==> config.mk <==
export PLATFORM = sky130hd
export DESIGN_NAME = xres_reset_sequencer
export DESIGN_NICKNAME = d
export VERILOG_FILES = /design/src/rtl/xres_reset_sequencer.sv
export SDC_FILE = /design/constraint.sdc
export NUM_CORES = 1
export LEC_CHECK = 0
export BUFFER_PORTS_ARGS = -buffer_cell sky130_fd_sc_hd__clkbuf_2
export CAP_MARGIN = 20
export CORE_MARGIN = 2
export CORE_UTILIZATION = 45
export DETAILED_ROUTE_END_ITERATION = 7
export GPL_ROUTABILITY_DRIVEN = 0
export PLACE_DENSITY = 0.74
export SLEW_MARGIN = 20
export SYNTH_ARGS = -nofsm -noshare
export SYNTH_HDL_FRONTEND = slang
export SYNTH_SLANG_ARGS = --single-unit
export TNS_END_PERCENT = 5
==> constraint.sdc <==
create_clock -name clock -period 1.55 [get_ports clock]
set_input_delay 0.0775 -clock clock [delete_from_list [all_inputs] [get_ports clock]]
set_output_delay 0.0775 -clock clock [all_outputs]
set_load 0.01 [all_outputs]
==> src/rtl/xres_reset_sequencer.sv <==
//------------------------------------------------------------------------------
// Module   : xres_reset_sequencer
// Brief    : Synchronises/debounces the XRES pad and releases hk, core, user
//            resets in order. Optional glitch counter: XRES_GLITCH_CNT_EN.
// Revision : 1.0 - initial release
//------------------------------------------------------------------------------
`default_nettype none

module xres_reset_sequencer #(
    parameter int SYNC_STAGES     = 2,
    parameter int DEBOUNCE_CYCLES = 16,
    parameter int SEQ_DELAY       = 8
) (
    input  logic       clock,
    input  logic       resetb,
    input  logic       xres_n,
    output logic       hk_resetb,
    output logic       core_resetb,
    output logic       user_resetb,
    output logic       seq_busy
`ifdef XRES_GLITCH_CNT_EN
    ,
    output logic [7:0] glitch_cnt
`endif
);

    localparam logic [7:0] c_deb_last = 8'(DEBOUNCE_CYCLES - 1);
    localparam logic [7:0] c_seq_last = 8'(SEQ_DELAY - 1);

    typedef enum logic [2:0] {
        ST_HOLD     = 3'd0,
        ST_DEBOUNCE = 3'd1,
        ST_REL_HK   = 3'd2,
        ST_REL_CORE = 3'd3,
        ST_RUN      = 3'd4
    } state_t;

    logic [SYNC_STAGES-1:0] r_sync;
    logic                   w_xs;
    state_t                 r_state;
    state_t                 w_state_nxt;
    logic [7:0]             r_cnt;
    logic [7:0]             w_cnt_nxt;
    logic                   w_hk_nxt;
    logic                   w_core_nxt;
    logic                   w_user_nxt;
    logic                   w_busy_nxt;

    // Pad synchroniser: stage 0 captures the raw pad, later stages filter metastability
    generate
        for (genvar g = 0; g < SYNC_STAGES; g++) begin : g_sync_stage
            if (g == 0) begin : g_first
                always_ff @(posedge clock or negedge resetb) begin
                    if (!resetb) r_sync[0] <= 1'b0;
                    else         r_sync[0] <= xres_n;
                end
            end else begin : g_rest
                always_ff @(posedge clock or negedge resetb) begin
                    if (!resetb) r_sync[g] <= 1'b0;
                    else         r_sync[g] <= r_sync[g-1];
                end
            end
        end
    endgenerate

    assign w_xs = r_sync[SYNC_STAGES-1];

    always_ff @(posedge clock or negedge resetb) begin
        if (!resetb) begin
            r_state     <= ST_HOLD;
            r_cnt       <= 8'd0;
            hk_resetb   <= 1'b0;
            core_resetb <= 1'b0;
            user_resetb <= 1'b0;
            seq_busy    <= 1'b1;
        end else begin
            r_state     <= w_state_nxt;
            r_cnt       <= w_cnt_nxt;
            hk_resetb   <= w_hk_nxt;
            core_resetb <= w_core_nxt;
            user_resetb <= w_user_nxt;
            seq_busy    <= w_busy_nxt;
        end
    end

    always_comb begin
        w_state_nxt = r_state;
        w_cnt_nxt   = r_cnt;
        if (!w_xs) begin
            // Assertion always wins over any pending release step
            w_state_nxt = ST_HOLD;
            w_cnt_nxt   = 8'd0;
        end else begin
            case (r_state)
                ST_HOLD: begin
                    w_state_nxt = ST_DEBOUNCE;
                    w_cnt_nxt   = 8'd0;
                end
                ST_DEBOUNCE: begin
                    if (r_cnt == c_deb_last) begin
                        w_state_nxt = ST_REL_HK;
                        w_cnt_nxt   = 8'd0;
                    end else begin
                        w_cnt_nxt = r_cnt + 8'd1;
                    end
                end
                ST_REL_HK: begin
                    if (r_cnt == c_seq_last) begin
                        w_state_nxt = ST_REL_CORE;
                        w_cnt_nxt   = 8'd0;
                    end else begin
                        w_cnt_nxt = r_cnt + 8'd1;
                    end
                end
                ST_REL_CORE: begin
                    if (r_cnt == c_seq_last) begin
                        w_state_nxt = ST_RUN;
                        w_cnt_nxt   = 8'd0;
                    end else begin
                        w_cnt_nxt = r_cnt + 8'd1;
                    end
                end
                ST_RUN: begin
                    w_cnt_nxt = 8'd0;
                end
                default: begin
                    w_state_nxt = ST_HOLD;
                    w_cnt_nxt   = 8'd0;
                end
            endcase
        end
    end

    // Outputs are decoded from the next state so they register on the transition edge
    always_comb begin
        w_hk_nxt   = (w_state_nxt == ST_REL_HK) || (w_state_nxt == ST_REL_CORE) ||
                     (w_state_nxt == ST_RUN);
        w_core_nxt = (w_state_nxt == ST_REL_CORE) || (w_state_nxt == ST_RUN);
        w_user_nxt = (w_state_nxt == ST_RUN);
        w_busy_nxt = (w_state_nxt != ST_RUN);
    end

`ifdef XRES_GLITCH_CNT_EN
    logic       w_glitch;
    logic [7:0] r_glitch_cnt;

    assign w_glitch = (r_state == ST_DEBOUNCE) && !w_xs;

    always_ff @(posedge clock or negedge resetb) begin
        if (!resetb)                                r_glitch_cnt <= 8'd0;
        else if (w_glitch && r_glitch_cnt != 8'hFF) r_glitch_cnt <= r_glitch_cnt + 8'd1;
    end

    assign glitch_cnt = r_glitch_cnt;
`endif

endmodule

`default_nettype wire

==> key figures <==
Status
  • Status: completed

Pwr
  • Power density over cell area: 791 mW/mm²
  • Peak VDD IR: 0.679 mV
  • LEAKAGE: 0.397 nW

Cells and area
  • Footprint of the multi-input gates: 349 µm²
  • Nets: 98
  • Layout cells sized above 1: 0.215
  • Filler cells: 136
  • Leading cell types in the layout, fill and taps excluded: dfrtp_1 (16), a21oi_1 (7), o21ai_0 (6), clkbuf_2 (6), buf_4 (6)
  • # diodes: 0
  • Most common cell after layout, fill and taps aside: dfrtp_1
  • Reg area: 427 µm²
  • Area grow syn2layout: 16.4%

Drt
  • Post-DRT Antenna Nets: 0
  • DR DRC count: 0
  • Initial DRC Count: 19
  • Routed length per instance: 14.1 µm
  • DR vias: 670
  • Drt total wl: 1.55 mm
  • Via/cell ratio: 6.09
  • Drt pass-1 iters: 4

Min path
  • Hold crit path type: in -> async

Floorplanning
  • Die area: 0.00213 mm²
  • Rows: 15
  • Core area: 0.00169 mm²
  • Die H: 46.2 µm
  • Initial Utilization: 0.473
  • IO Count: 7
  • Die W: 46.2 µm

CTS
  • Post-CTS setup buffer count: 0
  • CTS H-tree lvls: 1
  • Reg clk slew, reported paths: 0.10 ns
  • Root Buffer: clkbuf_4
  • TritonCTS clock tree: built
  • CTS Sinks: 17
  • Clk Latency, worst-skew pair: 0.30 ns
  • CTS Buffer Depth: 2
  • CTS Buf Count: 3

Synthesis
  • Syn Area/Cell: 10.3 µm²
  • Cells after synthesis: 78
  • Synth async-reset ratio: 1.00
  • Sequential cell area fraction in the yosys report: 0.534
  • Syn Nets: 82
  • FF+latch count, synth: 17
  • Number of flops mapped to enable cells by yosys: 0
  • YS warnings: 0
  • Top FF cell, synth: dfrtp_1
  • Post-Syn Area: 800 µm²
  • Yosys cell types: 31

Setup path
  • Crit path max fanout: 5
  • CP required: 1.79 ns
  • Critical path class: reg -> reg
  • Worst EP arrival: 1.78 ns
  • Startpoint types: flop
  • Setup crit end kind: flop

Place
  • Number of I/O port buffers: 6
  • Hpwl dp: 1.10 mm

GRT
  • Gr usage total: 0.179
  • Largest net degree at the start of global routing: 18
  • Initial antenna violation count: 0
  • First-pass GRT wire length: 2.59 mm
  • GRT overflow: 0
  • Vias in the first global route: 604

STA
  • Tcrit/Tclk final: 0.997
  • Hold Slack: 0.233 ns
  • Max Freq: 0.647 GHz
  • Final hold violations: 0
  • Relative slew margins: 0.721
  • Clock skew: 0.00177 ns
  • Final setup TNS: 0 ns
  • Actual slew at the worst max-slew pin: 0.418 ns
  • Pins Over Slew Limit: 0
  • Tmin final: 1.55 ns
  • RSZ-0062 raised after global routing: true
  • Final setup viols: 0

Run
  • Max-cap violations: 0
==> area by class of cell <==
type | count | share of cell area
sequential | 17 | 0.458
timing repair buffer | 14 | 0.102
multi-input combinational | 55 | 0.375
inverter | 3 | 0.0121
tap | 17 | 0.0228
clock inverter | 1 | 0.00538
clock buffer | 3 | 0.0242
==> synth_stat cells, drive strengths merged, types with 2 or more instances <==
master,instances,share of area
nor2,5,0.023
nor2b,2,0.016
o21a,2,0.019
nand2,4,0.019
a311o,2,0.025
nand3,3,0.019
inv,3,0.014
o21ai,6,0.038
dfrtp,16,0.50
nand4,3,0.023
nor4,3,0.031
a21oi,7,0.044
clkbuf,2,0.0094
or3,4,0.031
==> sequential cells by signal, summed over array words and instances (netlist names) <==
signal       cells
core_resetb      1
hk_resetb        1
r_cnt            8
r_state          3
r_sync           1
seq_busy         1
user_resetb      1
w_xs             1
==> critical path, stage by stage (launching register included) <==
cell and delay (ns):
dfrtp_1 0.39, or4_4 0.57, or3_1 0.37, a21oi_1 0.13
==> path summary, 6_finish.rpt <==
kind                            slack, ns          end  depth (start not counted)       from
worst max-delay path                0.004  core_resetb                          3   r_cnt[4]
worst min-delay path                 0.23   r_state[1]                          2     resetb
worst max register to register      0.004  core_resetb                          3   r_cnt[4]
worst min register to register       0.36         w_xs                          0  r_sync[0]
max in group asynchronous            0.99     seq_busy                          2     resetb
min in group clock                   0.36         w_xs                          0  r_sync[0]
==> cells by family after synthesis <==
family / after synthesis / share of synthesized area
AOI/OAI and AO/OA: 22 / 0.182
xor gates and xnor gates: 2 / 0.0219
adders and majority gates: 1 / 0.0156
buffers and inverters: 6 / 0.0297
DFF: 17 / 0.534
and+or+nand+nor: 30 / 0.218
==> through the flow <==
step                utilization  instance area, µm²  power [mW]  worst slack (ns)  instances
finish                    0.551                 931       0.736           0.00407        110
global route              0.551                 931       0.764           -0.0383        110
CTS                       0.551                 931       0.745            0.0117        110
detailed placement        0.523                 883       0.492          -0.00631        104
global placement          0.523                 883       0.491            0.0520        104
floorplan                     -                 800       0.477            0.0280         78
==> where the power goes <==
| group | internal [mW] | switching (mW) | leakage (nW) | total [mW] |
|---|---|---|---|---|
| Clock | 0.0965 | 0.153 | 0.0177 | 0.249 |
| Sequential | 0.450 | 0.00846 | 0.226 | 0.458 |
| Combinational | 0.0115 | 0.0171 | 0.153 | 0.0286 |
==> layer usage <==
layer | global-route usage | share of wire | wire [µm]
met5 | 0 | 0 | 0
met4 | 0.0914 | 0.024 | 37
met3 | 0.0627 | 0.046 | 71
met2 | 0.269 | 0.47 | 726
met1 | 0.226 | 0.46 | 716
==> what timing repair did <==
item                                    CTS  global route
hold endpoints to repair                 17             0
hold buffers                              2             0
gates resized for setup                   1             0
pin swaps                                 0             0
endpoints found under the setup margin    1             6
Power figures use the tool's default switching activity.
